$ cat src/rtl/spi_word_transceiver_pkg.sv
// Shared SPI framing constants for the word transceiver, the command decoder and the host driver.
// Mode 0 (CPOL=0, CPHA=0), MSB first, 64-bit words by default.
package spi_word_transceiver_pkg;

  localparam int unsigned WORD_BITS_DEFAULT = 64;

  localparam bit SPI_CPOL      = 1'b0;
  localparam bit SPI_CPHA      = 1'b0;
  localparam bit SPI_MSB_FIRST = 1'b1;

  localparam logic [0:0] ST_IDLE   = 1'b0;
  localparam logic [0:0] ST_ACTIVE = 1'b1;

endpackage

$ cat src/rtl/spi_word_transceiver_sync_edge_detect.sv
// Multi-flop synchronizer for one asynchronous input.
// A history flop on the synchronized value yields single-cycle rise/fall strobes.
module sync_edge_detect #(
  parameter int unsigned STAGES     = 2,
  parameter logic        IDLE_VALUE = 1'b0
) (
  input  logic CLK,
  input  logic resetn,
  input  logic din,
  output logic sync,
  output logic rise,
  output logic fall
);

  logic [STAGES-1:0] chain_q;
  logic              hist_q;

  always_ff @(posedge CLK or negedge resetn) begin
    if (!resetn) begin
      chain_q <= {STAGES{IDLE_VALUE}};
      hist_q  <= IDLE_VALUE;
    end else begin
      chain_q <= {chain_q[STAGES-2:0], din};
      hist_q  <= chain_q[STAGES-1];
    end
  end

  assign sync = chain_q[STAGES-1];
  assign rise = sync & ~hist_q;
  assign fall = ~sync & hist_q;

endmodule

$ cat src/rtl/spi_word_transceiver.sv
// SPI mode-0 slave, oversampled in the CLK domain: assembles COPI into words and
// shifts a response word out on CIPO, one word per WORD_BITS SCK cycles.
module spi_word_transceiver
  import spi_word_transceiver_pkg::*;
#(
  parameter int unsigned WORD_BITS   = WORD_BITS_DEFAULT,
  parameter int unsigned SYNC_STAGES = 2
) (
  input  logic                 CLK,
  input  logic                 resetn,
  input  logic                 SCK,
  input  logic                 CS,
  input  logic                 COPI,
  output logic                 CIPO,
  input  logic [WORD_BITS-1:0] word_send_data,
  output logic [WORD_BITS-1:0] word_data_received,
  output logic                 word_received,
  output logic                 frame_error,
  output logic                 busy
);

  localparam int unsigned CNT_W = $clog2(WORD_BITS);
  localparam logic [CNT_W-1:0] LAST_BIT = CNT_W'(WORD_BITS - 1);

  logic sck_sync, sck_rise, sck_fall;
  logic cs_sync, cs_rise, cs_fall;
  logic copi_sync;
  logic copi_rise_unused, copi_fall_unused;

  sync_edge_detect #(.STAGES(SYNC_STAGES), .IDLE_VALUE(1'b0)) u_sck_sync (
    .CLK    (CLK),
    .resetn (resetn),
    .din    (SCK),
    .sync   (sck_sync),
    .rise   (sck_rise),
    .fall   (sck_fall)
  );

  sync_edge_detect #(.STAGES(SYNC_STAGES), .IDLE_VALUE(1'b1)) u_cs_sync (
    .CLK    (CLK),
    .resetn (resetn),
    .din    (CS),
    .sync   (cs_sync),
    .rise   (cs_rise),
    .fall   (cs_fall)
  );

  sync_edge_detect #(.STAGES(SYNC_STAGES), .IDLE_VALUE(1'b0)) u_copi_sync (
    .CLK    (CLK),
    .resetn (resetn),
    .din    (COPI),
    .sync   (copi_sync),
    .rise   (copi_rise_unused),
    .fall   (copi_fall_unused)
  );

  logic [0:0]           state_q, state_d;
  logic [CNT_W-1:0]     bit_cnt_q, bit_cnt_d;
  logic [WORD_BITS-1:0] rx_shift_q, rx_shift_d;
  logic [WORD_BITS-1:0] tx_shift_q, tx_shift_d;
  logic [WORD_BITS-1:0] rx_word_q, rx_word_d;
  logic                 word_received_q, word_received_d;
  logic                 frame_error_q, frame_error_d;
  logic                 busy_q;
  logic                 unused_sck_level;

  assign unused_sck_level = sck_sync;

  always_comb begin
    state_d         = state_q;
    bit_cnt_d       = bit_cnt_q;
    rx_shift_d      = rx_shift_q;
    tx_shift_d      = tx_shift_q;
    rx_word_d       = rx_word_q;
    word_received_d = 1'b0;
    frame_error_d   = 1'b0;

    if (cs_fall) begin
      // Frame start loads the first response word; a coincident SCK fall is not a shift.
      state_d    = ST_ACTIVE;
      bit_cnt_d  = '0;
      tx_shift_d = word_send_data;
    end else if (state_q == ST_ACTIVE) begin
      if (cs_rise) begin
        // End of frame takes priority over any coincident SCK edge.
        state_d       = ST_IDLE;
        bit_cnt_d     = '0;
        rx_shift_d    = '0;
        frame_error_d = (bit_cnt_q != '0);
      end else if (sck_rise) begin
        rx_shift_d = {rx_shift_q[WORD_BITS-2:0], copi_sync};
        bit_cnt_d  = bit_cnt_q + CNT_W'(1);
        if (bit_cnt_q == LAST_BIT) begin
          rx_word_d       = {rx_shift_q[WORD_BITS-2:0], copi_sync};
          word_received_d = 1'b1;
        end
      end else if (sck_fall) begin
        // First fall after a completed word reloads the next response.
        tx_shift_d = (bit_cnt_q != '0) ? {tx_shift_q[WORD_BITS-2:0], 1'b0} : word_send_data;
      end
    end
  end

  always_ff @(posedge CLK or negedge resetn) begin
    if (!resetn) begin
      state_q         <= ST_IDLE;
      bit_cnt_q       <= '0;
      rx_shift_q      <= '0;
      tx_shift_q      <= '0;
      rx_word_q       <= '0;
      word_received_q <= 1'b0;
      frame_error_q   <= 1'b0;
      busy_q          <= 1'b0;
    end else begin
      state_q         <= state_d;
      bit_cnt_q       <= bit_cnt_d;
      rx_shift_q      <= rx_shift_d;
      tx_shift_q      <= tx_shift_d;
      rx_word_q       <= rx_word_d;
      word_received_q <= word_received_d;
      frame_error_q   <= frame_error_d;
      busy_q          <= ~cs_sync;
    end
  end

  assign CIPO               = (state_q == ST_ACTIVE) & tx_shift_q[WORD_BITS-1];
  assign word_data_received = rx_word_q;
  assign word_received      = word_received_q;
  assign frame_error        = frame_error_q;
  assign busy               = busy_q;

endmodule

$ cat config.mk
export PLATFORM = sky130hd
export DESIGN_NAME = spi_word_transceiver
export DESIGN_NICKNAME = d
export VERILOG_FILES = /design/src/rtl/spi_word_transceiver_pkg.sv /design/src/rtl/spi_word_transceiver_sync_edge_detect.sv /design/src/rtl/spi_word_transceiver.sv
export SDC_FILE = /design/constraint.sdc
export NUM_CORES = 1
export LEC_CHECK = 0
export CAP_MARGIN = 20
export CELL_PAD_IN_SITES_DETAIL_PLACEMENT = 0
export CELL_PAD_IN_SITES_GLOBAL_PLACEMENT = 2
export CORE_UTILIZATION = 40
export CTS_CLUSTER_DIAMETER = 30
export DETAILED_ROUTE_END_ITERATION = 8
export PLACE_DENSITY = 0.86
export SLEW_MARGIN = 20
export SYNTH_ARGS = -nofsm -noshare
export SYNTH_HDL_FRONTEND = slang
export SYNTH_SLANG_ARGS = --single-unit
$ cat constraint.sdc
create_clock -name CLK -period 3.43 [get_ports CLK]
set_clock_uncertainty 0.05 [all_clocks]
set_input_delay 0.686 -clock CLK [delete_from_list [all_inputs] [get_ports CLK]]
set_output_delay 0.686 -clock CLK [all_outputs]
set_load 0.01 [all_outputs]
After elaboration in Yosys (flattened, before gate mapping)

Index checks and enable logic that the tools add are counted.

Register bits: 209
Logic and storage cells: 60
Latch bits: 0
Output and inout bits: 68
Memory bits (writable): 0
Bits of input ports: 69
Memories kept: 0
Memory bits (read-only): 0

Bitwise gates (word level): 11
Equality and inequality tests: 3
Mux-type cells: 23
Shift-type cells: 0
Div/mod/pow operators: 0
Reductions and logical operators: 9
Magnitude comparators: 0
Multipliers: 0
Add/subtract/negate cells: 1

Operator list:

| kind                  | count |
|---|---|
| $mux W64              | 6 |
| $mux W63              | 2 |
| $mux W6               | 4 |
| $mux W1               | 11 |
| $add A6 B1 Y6 const B | 1 |
| $eq A6 B6 Y1 const B  | 1 |
| $not A1 Y1            | 6 |
| $reduce_bool A2 Y1    | 3 |
| $reduce_bool A6 Y1    | 1 |
| $and A1 B1 Y1         | 5 |
| $reduce_and A5 Y1     | 1 |
| $ne A2 B1 Y1 const B  | 2 |
| $reduce_and A4 Y1     | 1 |
| $reduce_and A3 Y1     | 1 |
| $reduce_bool A3 Y1    | 1 |
| $reduce_and A2 Y1     | 1 |

Longest topological paths before layout

Gate-level depths: netlist of the first run.

Depth after elaboration: 7
Mapped depth: 8
Mapped depth without buffers: 6

Hierarchy

From an unflattened synthesis of the first run, not the netlist that was laid out.

Cells, all modules: 784
Area, all modules: 9850.7 µm²

By module, submodules not included:

| module                              | area each (µm²) | sequential area each (µm²) | cells an instance | instances |
|---|---|---|---|---|
| spi_word_transceiver                | 9576.7          | 5029.8                     | 769               | 1 |
| sync_edge_detect at u_copi_sync ... | 90.1            | 75.1                       | 5                 | 2 |
| sync_edge_detect at u_cs_sync       | 93.8            | 78.8                       | 5                 | 1 |

Worst setup path after synthesis of the first run

OpenSTA, ideal clock, no wires.

Path kind: flip-flop to flip-flop
Start: register u_cs_sync.chain_q[1]
End: register rx_word_q[10], in the netlist word_data_received[10]
Library setup time: 0.127 ns
Cell stages (with the launch flop): 7
Path buffers: 1
Arrival: 1.724 ns
Required time: 3.253 ns
Setup slack: 1.528 ns
Period minus slack after synthesis: 1.902 ns
Path through: dfstp_2 -> inv_1 -> ha_1 -> nand3_1 -> nor2_8 -> buf_6 -> mux2_1

Cells in the longest elaborated chain, start to end: 4
Elaborated cells between the ends (all ways): 6
Those cells by class: bitwise (5); reduce/logical (1)

Ends and longest elaborated chain:

| element                       | line                                        | RTL |
|---|---|---|
| from (decl)                   | spi_word_transceiver_sync_edge_detect.sv:15 | `logic [STAGES-1:0] chain_q;` |
| from (signal assigned)        | spi_word_transceiver_sync_edge_detect.sv:20 | `chain_q <= {STAGES{IDLE_VALUE}};` |
| from (signal assigned)        | spi_word_transceiver_sync_edge_detect.sv:23 | `chain_q <= {chain_q[STAGES-2:0], din};` |
| $not A1 Y1                    | spi_word_transceiver_sync_edge_detect.sv:30 | `assign fall = ~sync & hist_q;` |
| $and A1 B1 Y1                 | spi_word_transceiver_sync_edge_detect.sv:30 |  |
| $not A1 Y1 (no line)          | --                                          |  |
| $reduce_and A5 Y1 (no line) * | --                                          |  |
| to (signal assigned)          | spi_word_transceiver.sv:119                 | `rx_word_q <= rx_word_d;` |
| to (decl)                     | spi_word_transceiver.sv:61                  | `logic [WORD_BITS-1:0] rx_word_q, rx_word_d;` |

Every way passes the cells marked *; elsewhere a longest branch is shown, timed or not.
A chain may end at the register's enable or synchronous reset.

Final worst setup path of the first run

Start: register u_cs_sync.chain_q[1]
End: register rx_shift_q[29]

Cells in the longest elaborated chain, start to end: 4
Elaborated cells between the ends (all ways): 7
Those cells by class: mux (1); bitwise (4); reduce/logical (2)

Ends and longest elaborated chain:

| element                     | line                                        | RTL |
|---|---|---|
| $not A1 Y1                  | spi_word_transceiver_sync_edge_detect.sv:30 |  |
| $and A1 B1 Y1               | spi_word_transceiver_sync_edge_detect.sv:30 |  |
| $not A1 Y1 (no line)        | --                                          |  |
| $reduce_and A3 Y1 (no line) | --                                          |  |
| to (signal assigned)        | spi_word_transceiver.sv:117                 | `rx_shift_q <= rx_shift_d;` |
| to (decl)                   | spi_word_transceiver.sv:59                  | `logic [WORD_BITS-1:0] rx_shift_q, rx_shift_d;` |

Parallel ways exist; a longest one is shown, timed or not.

==> flow_metrics.env, run 1 <==
export IMPL_wirelength_um=17990
export IMPL_slew_limit_headroom_pct=44.82
export IMPL_critPathKind="flip-flop to flip-flop"
export IMPL_grt_max_degree=89
export IMPL_ios=137
export IMPL_path_cells="inv_1 > ha_1 > nand2b_1 > nor3_4 > buf_4 > a22o_1"
export IMPL_drive_above_1_share_pct=19.98
export IMPL_fin_crit_ns=2.452
export IMPL_max_stage_delay_ns=0.71
export IMPL_syn2layout_area_growth_pct=40.33
export IMPL_ys_types=34
export IMPL_fmax_mhz=407.8
export IMPL_vias_per_cell=5.034
export IMPL_vias=5442
export IMPL_ant_nets=0
export IMPL_synth_seq_cells=209
export IMPL_holdBufCountCts=0
export IMPL_yosysWarningCount=0
export IMPL_cts_tree="done"
export IMPL_cp_top_family="simple AND/OR/NAND/NOR gates"
export IMPL_dp_hpwl_um=11000
export IMPL_multiInputGateArea_mm2=0.003017
export IMPL_combPwrFrac_pct=6.9
export IMPL_cp_start_kind="flip-flop"
export IMPL_firstDrtPassIters=4
export IMPL_yosysSeqAreaShare_pct=61.50
export IMPL_slew_viol_final=0
export IMPL_holdCritPathClass="input pin to async pin"
export IMPL_rsz0062_at_grt="no"
export IMPL_tns_ns=0
export IMPL_p_per_area_mw_per_mm2=691.2
export IMPL_synth_edf_count=0
export IMPL_synth_area_top_cells="dfrtp_1, mux2_4, mux2i_1"
export IMPL_synth_nets=691
export IMPL_cp_slowest_cell="nor3_4"
export IMPL_place_congestion=0.7330
export IMPL_cts_setup_buffers=0
export IMPL_min_period_over_period_pct=71.50
export IMPL_finalSetupViolCount=0
export IMPL_seqPwrFrac_pct=33.4
export IMPL_crit_path_end_kind="flip-flop"
export IMPL_fp_coreArea_mm2=0.02056
export IMPL_synthArstFlopShare_pct=100.0
export IMPL_drc_errors=0
export IMPL_worstMarginPinSlew_ns=0.8250
export IMPL_root_buffer="clkbuf_16"
export IMPL_arrival_ns=2.84
export IMPL_synthCells=617
export IMPL_mappedNetlistArea_mm2=0.008511
export IMPL_path_buf_inv=2
export IMPL_ir_worst_vdd_mv=0.4309
export IMPL_rows=52
export IMPL_antenna_cells=0
export IMPL_switching_share_pct=21.36
export IMPL_cts_inserted_buffers=47
export IMPL_status="completed"
export IMPL_globalRouteTotalUtil_pct=17.06
export IMPL_die_h_um=147.9
export IMPL_drt_iter0_markers=153
export IMPL_numPortBuffers=136
export IMPL_critPathMaxFanout=20
export IMPL_regArea_mm2=0.005234
export IMPL_grt_pass1_wl_um=29820
export IMPL_grt_pass1_vias=5799
export IMPL_wire_per_inst_um=16.64
export IMPL_switchingPower_w=0.001763
export IMPL_num_nets_final=847
export IMPL_clkTransAtPathRegs_ns=0.05
export IMPL_power_frac_clock_pct=59.7
export IMPL_cts_resized=0
export IMPL_cts_sinks=209
export IMPL_overflow=0
export IMPL_hold_viol_final=0
export IMPL_die_w_um=147.9
export IMPL_p_leak_nw=5.285
export IMPL_cap_violations=0
export IMPL_dieArea_mm2=0.02186
export IMPL_clockBufferDepth=3
export IMPL_crit_required_ns=3.82
export IMPL_clkLatencyLatePin_ns=0.51
export IMPL_holdWs_ns=0.2058
export IMPL_yosysTopAreaCell="dfrtp_1"
export IMPL_intPower_w=0.006492
export IMPL_start_util_pct=41.39
export IMPL_htree_levels=2
export IMPL_num_fill_cells=1650
export IMPL_grt_antenna_before_repair=0
export IMPL_avgSynthCellArea_um2=13.79
export IMPL_yosysTopAreaCellShare_pct=60.57
export IMPL_synthFlopType="dfrtp_1"
## synthesized netlist by cell type, types with 2 or more instances
cell / instances
a21o_1: 2
a21oi_1: 65
a22o_1: 66
a22oi_1: 2
and2_1: 2
buf_1: 4
buf_2: 10
buf_4: 7
buf_8: 5
clkbuf_1: 14
dfrtp_1: 206
dfstp_2: 3
ha_1: 5
inv_1: 9
mux2_1: 10
mux2_2: 5
mux2_4: 50
mux2i_1: 64
nand2b_1: 2
nand3_1: 5
nand3b_1: 2
nor2_1: 63
nor2b_1: 2
o21ai_0: 3
xnor2_1: 2
## power by group through the flow
stage               Clock [W]  Sequential [W]  Combinational [W]
floorplan                   0         0.00277           0.000369
global placement            0         0.00279           0.000559
detailed placement          0         0.00280           0.000580
CTS                   0.00502         0.00276           0.000585
global route          0.00516         0.00278           0.000646
finish                0.00493         0.00276           0.000570
## worst reg2reg max path: cells and delay by family (launching register included)
family	cells	cell delay, ns
compound gates	1	0.18
fa+ha+maj	1	0.26
buf+inv	2	0.39
flops	1	0.55
simple gates	2	0.95
## sequential cells by signal (all words and copies together) (netlist names)
| register | cells |
|---|---|
| bit_cnt_q | 6 |
| busy | 1 |
| frame_error | 1 |
| rx_shift_q | 63 |
| state_q | 1 |
| tx_shift_q | 64 |
| u_copi_sync.chain_q | 2 |
| u_cs_sync.chain_q | 2 |
| u_cs_sync.hist_q | 1 |
| u_sck_sync.chain_q | 2 |
| u_sck_sync.hist_q | 1 |
| word_data_received | 64 |
| word_received | 1 |
## cells by family (layout without fill, tap and decap cells)
group / Yosys count / count (layout) / share of synthesized area (%)
multiplexers: 129 / 129 / 18.33
XOR/XNOR: 2 / 2 / 0.2059
AND/OR/NAND/NOR: 83 / 83 / 4.587
adder cells (fa/ha/maj): 5 / 5 / 0.7351
buffers and inverters: 50 / 244 / 3.411
AO/OA/AOI/OAI: 139 / 139 / 11.23
flip-flops: 209 / 209 / 61.50
## routing by layer
metal	up-vias	global-route usage, %	wire (um)
met1	2713	23.51	8454
met5	-	0	0
met4	0	6.856	401
li1	2534	-	-
met2	162	25.40	7946
met3	33	4.753	1184
## stage by stage
| stage | std cells | setup WS, ns | power (W) | util [%] | cell area (um^2) |
|---|---|---|---|---|---|
| 5_1_grt | 1081 | 0.7931 | 0.008589 | 58.09 | 11940 |
| 6_report | 1081 | 0.9775 | 0.008255 | 58.09 | 11940 |
| 2_1_floorplan | 617 | 1.528 | 0.003136 | - | 8511 |
| 4_1_cts | 1081 | 0.9448 | 0.008363 | 58.09 | 11940 |
| 3_5_place_dp | 994 | 0.9549 | 0.003376 | 49.44 | 10160 |
| 3_3_place_gp | 994 | 1.081 | 0.003345 | 49.44 | 10160 |
## path summary, 6_finish.rpt
kind	start	to	slack, ns	depth (start not counted)
worst max-delay path	u_cs_sync.chain_q[1]	rx_shift_q[29]	0.98	6
max in group asynchronous	resetn	rx_shift_q[0]	2.32	2
min in group CLK	u_sck_sync.chain_q[0]	u_sck_sync.chain_q[1]	0.30	0
worst min register to register	u_sck_sync.chain_q[0]	u_sck_sync.chain_q[1]	0.30	0
worst max register to register	u_cs_sync.chain_q[1]	rx_shift_q[29]	0.98	6
worst min-delay path	resetn	tx_shift_q[23]	0.21	1
## placed cells by master, fill, tap and decap left out, types with 9 or more instances in the layout
cell type,n
a21oi_1,63
a22o_1,66
bufinv_16,11
clkbuf_16,49
clkdlybuf4s50_1,135
dfrtp_1,206
inv_1,9
mux2_1,10
mux2_4,50
mux2i_1,64
nor2_1,63
## cell type report
class                   count  area share [%]
well taps                 270           2.829
clock buffers              59           11.17
clock inverters            28           3.719
inverters                   9          0.2829
repair buffers            148           12.92
flip-flops and latches    209           43.82
multi-input cells         358           25.26
Note: power is estimated with default switching activity, not from simulation.
==> inputs of run 2 (changes only) <==
CORE_UTILIZATION = 37   (was 40)
PLACE_DENSITY = 0.81   (was 0.86)
clock period = 2.45 ns   (was 3.43 ns; I/O delays follow)
==> run 2 against run 1 <==
Critical path depth down 4; via count down 0.39%; cell count up 1.7%; final area about the same; wire length up 0.95%.
==> flow_metrics.env, run 2 (synthesized netlist as in run 1, its figures left out) <==
export IMPL_route_met3_wl_um=1227
export IMPL_crit_required_ns=1.91
export IMPL_wire_per_inst_um=16.52
export IMPL_critPathMaxFanout=6
export IMPL_cts_tree="done"
export IMPL_placed_cells=1011
export IMPL_reg2reg_to="rx_shift_q[0]"
export IMPL_cp_endpoint="CIPO"
export IMPL_reg2reg_from="u_cs_sync.chain_q[1]"
export IMPL_route_layer_met1_wl_um=8827
export IMPL_arrival_ns=1.68
export IMPL_finalNonFillerCells=1099
export IMPL_fin_crit_ns=2.218
export IMPL_finalSetupViolCount=0
export IMPL_num_nets_final=850
export IMPL_drc_errors=0
export IMPL_antenna_cells=0
export IMPL_drt_iter0_markers=219
export IMPL_combPwrFrac_pct=7.4
export IMPL_met2WireLength_um=7747
export IMPL_cp_start_kind="flip-flop"
export IMPL_p_per_area_mw_per_mm2=931.3
export IMPL_dieArea_mm2=0.02361
export IMPL_firstDrtPassIters=4
export IMPL_switchingPower_w=0.002537
export IMPL_die_w_um=153.7
export IMPL_most_common_layout_cells="dfrtp_1, clkdlybuf4s50_1, a22o_1"
export IMPL_utilization_pct=52.87
export IMPL_totalPowerFinal_w=0.01111
export IMPL_clkTransAtPathRegs_ns=0.05
export IMPL_fp_coreArea_mm2=0.02257
export IMPL_vias=5421
export IMPL_holdCritPathClass="flip-flop to flip-flop"
export IMPL_ir_worst_vdd_mv=0.6140
export IMPL_tns_ns=0
export IMPL_slew_limit_headroom_pct=62.93
export IMPL_cts_resized=0
export IMPL_min_period_over_period_pct=90.52
export IMPL_grt_pass1_wl_um=30560
export IMPL_ant_nets=0
export IMPL_seqPwrFrac_pct=34.7
export IMPL_ios=137
export IMPL_root_buffer="clkbuf_16"
export IMPL_worstMarginPinSlew_ns=0.5543
export IMPL_power_frac_clock_pct=57.9
export IMPL_wirelength_um=18160
export IMPL_clkLatencyLatePin_ns=0.53
export IMPL_die_h_um=153.7
export IMPL_holdWs_ns=0.3057
export IMPL_cap_violations=0
export IMPL_vias_per_cell=4.933
export IMPL_switching_share_pct=22.83
export IMPL_cts_sinks=209
export IMPL_worst_r2r_cell_count=6
export IMPL_hold_viol_final=0
export IMPL_start_util_pct=37.71
export IMPL_top_layer="met4"
export IMPL_cts_setup_buffers=0
export IMPL_status="completed"
export IMPL_overflow=0
export IMPL_intPower_w=0.008577
export IMPL_grt_pass1_vias=5829
export IMPL_ff2ff_setup_slack_ns=0.28
export IMPL_p_leak_nw=5.256
export IMPL_drive_above_1_share_pct=19.90
export IMPL_cts_inserted_buffers=47
export IMPL_grt_max_degree=129
export IMPL_slew_viol_final=0
export IMPL_grt_antenna_before_repair=0
export IMPL_crit_path_end_kind="primary output"
export IMPL_numPortBuffers=136
export IMPL_final_common_cell="dfrtp_1"
export IMPL_dp_hpwl_um=11020
export IMPL_htree_levels=2
export IMPL_syn2layout_area_growth_pct=40.22
export IMPL_rsz0062_at_grt="no"
export IMPL_critPathKind="flip-flop to primary output"
export IMPL_place_congestion=0.7310
export IMPL_rows=55
export IMPL_globalRouteTotalUtil_pct=15.94
export IMPL_crit_start="state_q"
export IMPL_clockBufferDepth=3
export IMPL_fmax_mhz=450.9
run 2: changes by cell type in the layout (fill, tap and decap cells not counted), moves of 2 or more:
cell	before	now
buf_12	7	12
clkinv_4	4	2
bufinv_16	11	6
clkbuf_1	3	5
buf_4	5	2
inv_6	1	4
run 2: worst min-delay path by stage:
stage | end | slack (ns) | cells past startpoint | start
6_report | u_cs_sync.chain_q[1] | 0.31 | 0 | u_cs_sync.chain_q[0]
5_1_grt | u_cs_sync.chain_q[1] | 0.31 | 0 | u_cs_sync.chain_q[0]
4_1_cts | u_cs_sync.chain_q[0] | 0.31 | 1 | CS
3_5_place_dp | u_copi_sync.chain_q[1] | 0.30 | 0 | u_copi_sync.chain_q[0]
3_3_place_gp | u_copi_sync.chain_q[1] | 0.28 | 0 | u_copi_sync.chain_q[0]
2_1_floorplan | bit_cnt_q[0] | 0.14 | 0 | resetn
run 2: worst max-delay path, cell delays in order, from the launching register on:
cell and delay (ns):
dfrtp_1 0.42, and2_1 0.15, clkdlybuf4s50_1 0.59
run 2: power by group through the flow:
stage	combinational, W	sequential, W	clock [W]
after global routing	0.000926	0.00389	0.00677
final	0.000823	0.00386	0.00643
after CTS	0.000842	0.00386	0.00657
after floorplan	0.000516	0.00387	0
after detailed placement	0.000835	0.00392	0
after global placement	0.000805	0.00390	0
run 2: layer usage:
metal  track usage (%)  vias to the layer above
li1                  -                     2549
met1             22.19                     2678
met2             23.29                      161
met3             5.073                       33
met4             5.714                        0
met5                 0                        -
run 2: metrics by stage:
stage	instance area (um^2)	setup slack (ns)
floorplan	8511	0.5485
global placement	10260	0.3554
detailed placement	10260	0.3336
CTS	11930	0.2307
global route	11930	0.1598
finish	11930	0.2322
run 2: repair_timing:
| action | in CTS | in global routing |
|---|---|---|
| hold buffers | 1 | 0 |
| setup endpoints to repair | 0 | 0 |
| endpoints found under the hold margin | 56 | 0 |
run 2: area by class of cell:
type                       instances  area [um^2]
clock buffer                      61         1330
inverter                           9        33.78
tap                              285        356.6
timing repair buffer             151         1630
fill                            1839        10640
multi-input combinational        358         3017
clock inverter                    26        332.8
sequential                       209         5234
==> inputs of run 3 (changes only) <==
MAX_ROUTING_LAYER = met4   (was unset)
==> run 3 against run 2 <==
Hold slack worse by 0.0012 ns; core utilization unchanged; sequential power about the same; maximum frequency is 0.28% higher; die area unchanged; via count grew 0.17%; largest cell class unchanged; sequential share of layout area is the same; non-clock buffer count unchanged; critical path depth is the same; combinational power about the same.
==> flow_metrics.env, run 3 (synthesized netlist as in run 1, its figures left out) <==
export IMPL_firstDrtPassIters=4
export IMPL_finalSetupViolCount=0
export IMPL_arrival_ns=1.67
export IMPL_grt_antenna_before_repair=0
export IMPL_clkLatencyLatePin_ns=0.53
export IMPL_crit_required_ns=1.91
export IMPL_multiInputGateArea_mm2=0.003017
export IMPL_cts_inserted_buffers=47
export IMPL_finalNonFillerCells=1099
export IMPL_holdCritPathClass="flip-flop to flip-flop"
export IMPL_cts_resized=0
export IMPL_slew_limit_headroom_pct=62.89
export IMPL_grt_pass1_vias=5825
export IMPL_vias=5430
export IMPL_start_util_pct=37.71
export IMPL_globalRouteTotalUtil_pct=16.45
export IMPL_wire_per_inst_um=16.51
export IMPL_tns_ns=0
export IMPL_die_h_um=153.7
export IMPL_dp_hpwl_um=11020
export IMPL_cts_setup_buffers=0
export IMPL_slew_viol_final=0
export IMPL_fp_coreArea_mm2=0.02257
export IMPL_cp_start_kind="flip-flop"
export IMPL_worstMarginPinSlew_ns=0.5549
export IMPL_max_stage_delay_ns=0.59
export IMPL_die_w_um=153.7
export IMPL_cp_slowest_cell="clkdlybuf4s50_1"
export IMPL_crit_path_end_kind="primary output"
export IMPL_cts_tree="done"
export IMPL_drive_above_1_share_pct=19.90
export IMPL_rows=55
export IMPL_cp_top_family="buffers and inverters"
export IMPL_placed_cells=1011
export IMPL_status="completed"
export IMPL_holdBufCountCts=1
export IMPL_syn2layout_area_growth_pct=40.22
export IMPL_clkTransAtPathRegs_ns=0.05
export IMPL_num_fill_cells=1839
export IMPL_dieArea_mm2=0.02361
export IMPL_vias_per_cell=4.941
export IMPL_drt_iter0_markers=197
export IMPL_antenna_cells=0
export IMPL_drc_errors=0
export IMPL_numPortBuffers=136
export IMPL_holdWs_ns=0.3046
export IMPL_regArea_mm2=0.005234
export IMPL_p_per_area_mw_per_mm2=931.4
export IMPL_min_period_over_period_pct=90.27
export IMPL_ir_worst_vdd_mv=0.6147
export IMPL_fmax_mhz=452.2
export IMPL_grt_pass1_wl_um=30540
export IMPL_ant_nets=0
export IMPL_final_common_cell="dfrtp_1"
export IMPL_path_buf_inv=1
export IMPL_p_leak_nw=5.256
export IMPL_critPathMaxFanout=6
export IMPL_critPathKind="flip-flop to primary output"
export IMPL_cap_violations=0
export IMPL_place_congestion=0.7398
export IMPL_fin_ws_ns=0.2384
export IMPL_cts_sinks=209
export IMPL_hold_viol_final=0
export IMPL_most_common_layout_cells="dfrtp_1, clkdlybuf4s50_1, a22o_1"
export IMPL_wirelength_um=18140
export IMPL_htree_levels=2
export IMPL_root_buffer="clkbuf_16"
export IMPL_rsz0062_at_grt="no"
export IMPL_path_cells="and2_1 > clkdlybuf4s50_1"
export IMPL_ios=137
export IMPL_overflow=0
export IMPL_pre_cts_ws_ns=0.3336
export IMPL_num_nets_final=850
export IMPL_fin_crit_ns=2.212
export IMPL_grt_max_degree=129
export IMPL_clockBufferDepth=3
==> run 3: cell counts in the layout (fill, tap and decap cells not counted) <==
Identical to the previous run, type by type.
==> run 3: cell type report <==
cell class / instances / area share [%]
Tap cell: 285 / 2.988
Clock buffer: 61 / 11.14
Sequential cell: 209 / 43.86
Timing Repair Buffer: 151 / 13.66
Multi-Input combinational cell: 358 / 25.28
Clock inverter: 26 / 2.789
Inverter: 9 / 0.2831
==> run 3: power breakdown <==
part | switching, W | leakage [nW] | total [W] | internal (W)
clock network | 0.00197 | 0.807 | 0.00643 | 0.00446
logic | 0.000423 | 1.75 | 0.000823 | 0.000399
registers | 0.000141 | 2.69 | 0.00386 | 0.00372
==> run 3: routing by layer <==
metal	global-route usage [%]	up-vias	wire [um]
li1	-	2545	-
met1	22.48	2687	8765
met2	23.16	165	7743
met3	4.904	33	1290
met4	5.714	0	338
met5	-	-	0
==> run 3: metrics by stage <==
step / instance area [um^2] / util (%) / total power [W]
2_1_floorplan: 8511 / - / 0.004391
3_3_place_gp: 10260 / 45.46 / 0.004706
3_5_place_dp: 10260 / 45.46 / 0.004750
4_1_cts: 11930 / 52.87 / 0.01128
5_1_grt: 11930 / 52.87 / 0.01159
6_report: 11930 / 52.87 / 0.01112
==> run 3: final timing paths <==
kind,startpoint,to,slack [ns],cells after the start
min,u_cs_sync.chain_q[0],u_cs_sync.chain_q[1],0.30,0
max,state_q,CIPO,0.24,2
min in group asynchronous,resetn,tx_shift_q[17],0.49,2
min reg2reg,u_cs_sync.chain_q[0],u_cs_sync.chain_q[1],0.30,0
max in group asynchronous,resetn,word_data_received[48],1.19,3
max reg2reg,u_cs_sync.chain_q[1],rx_shift_q[0],0.28,6
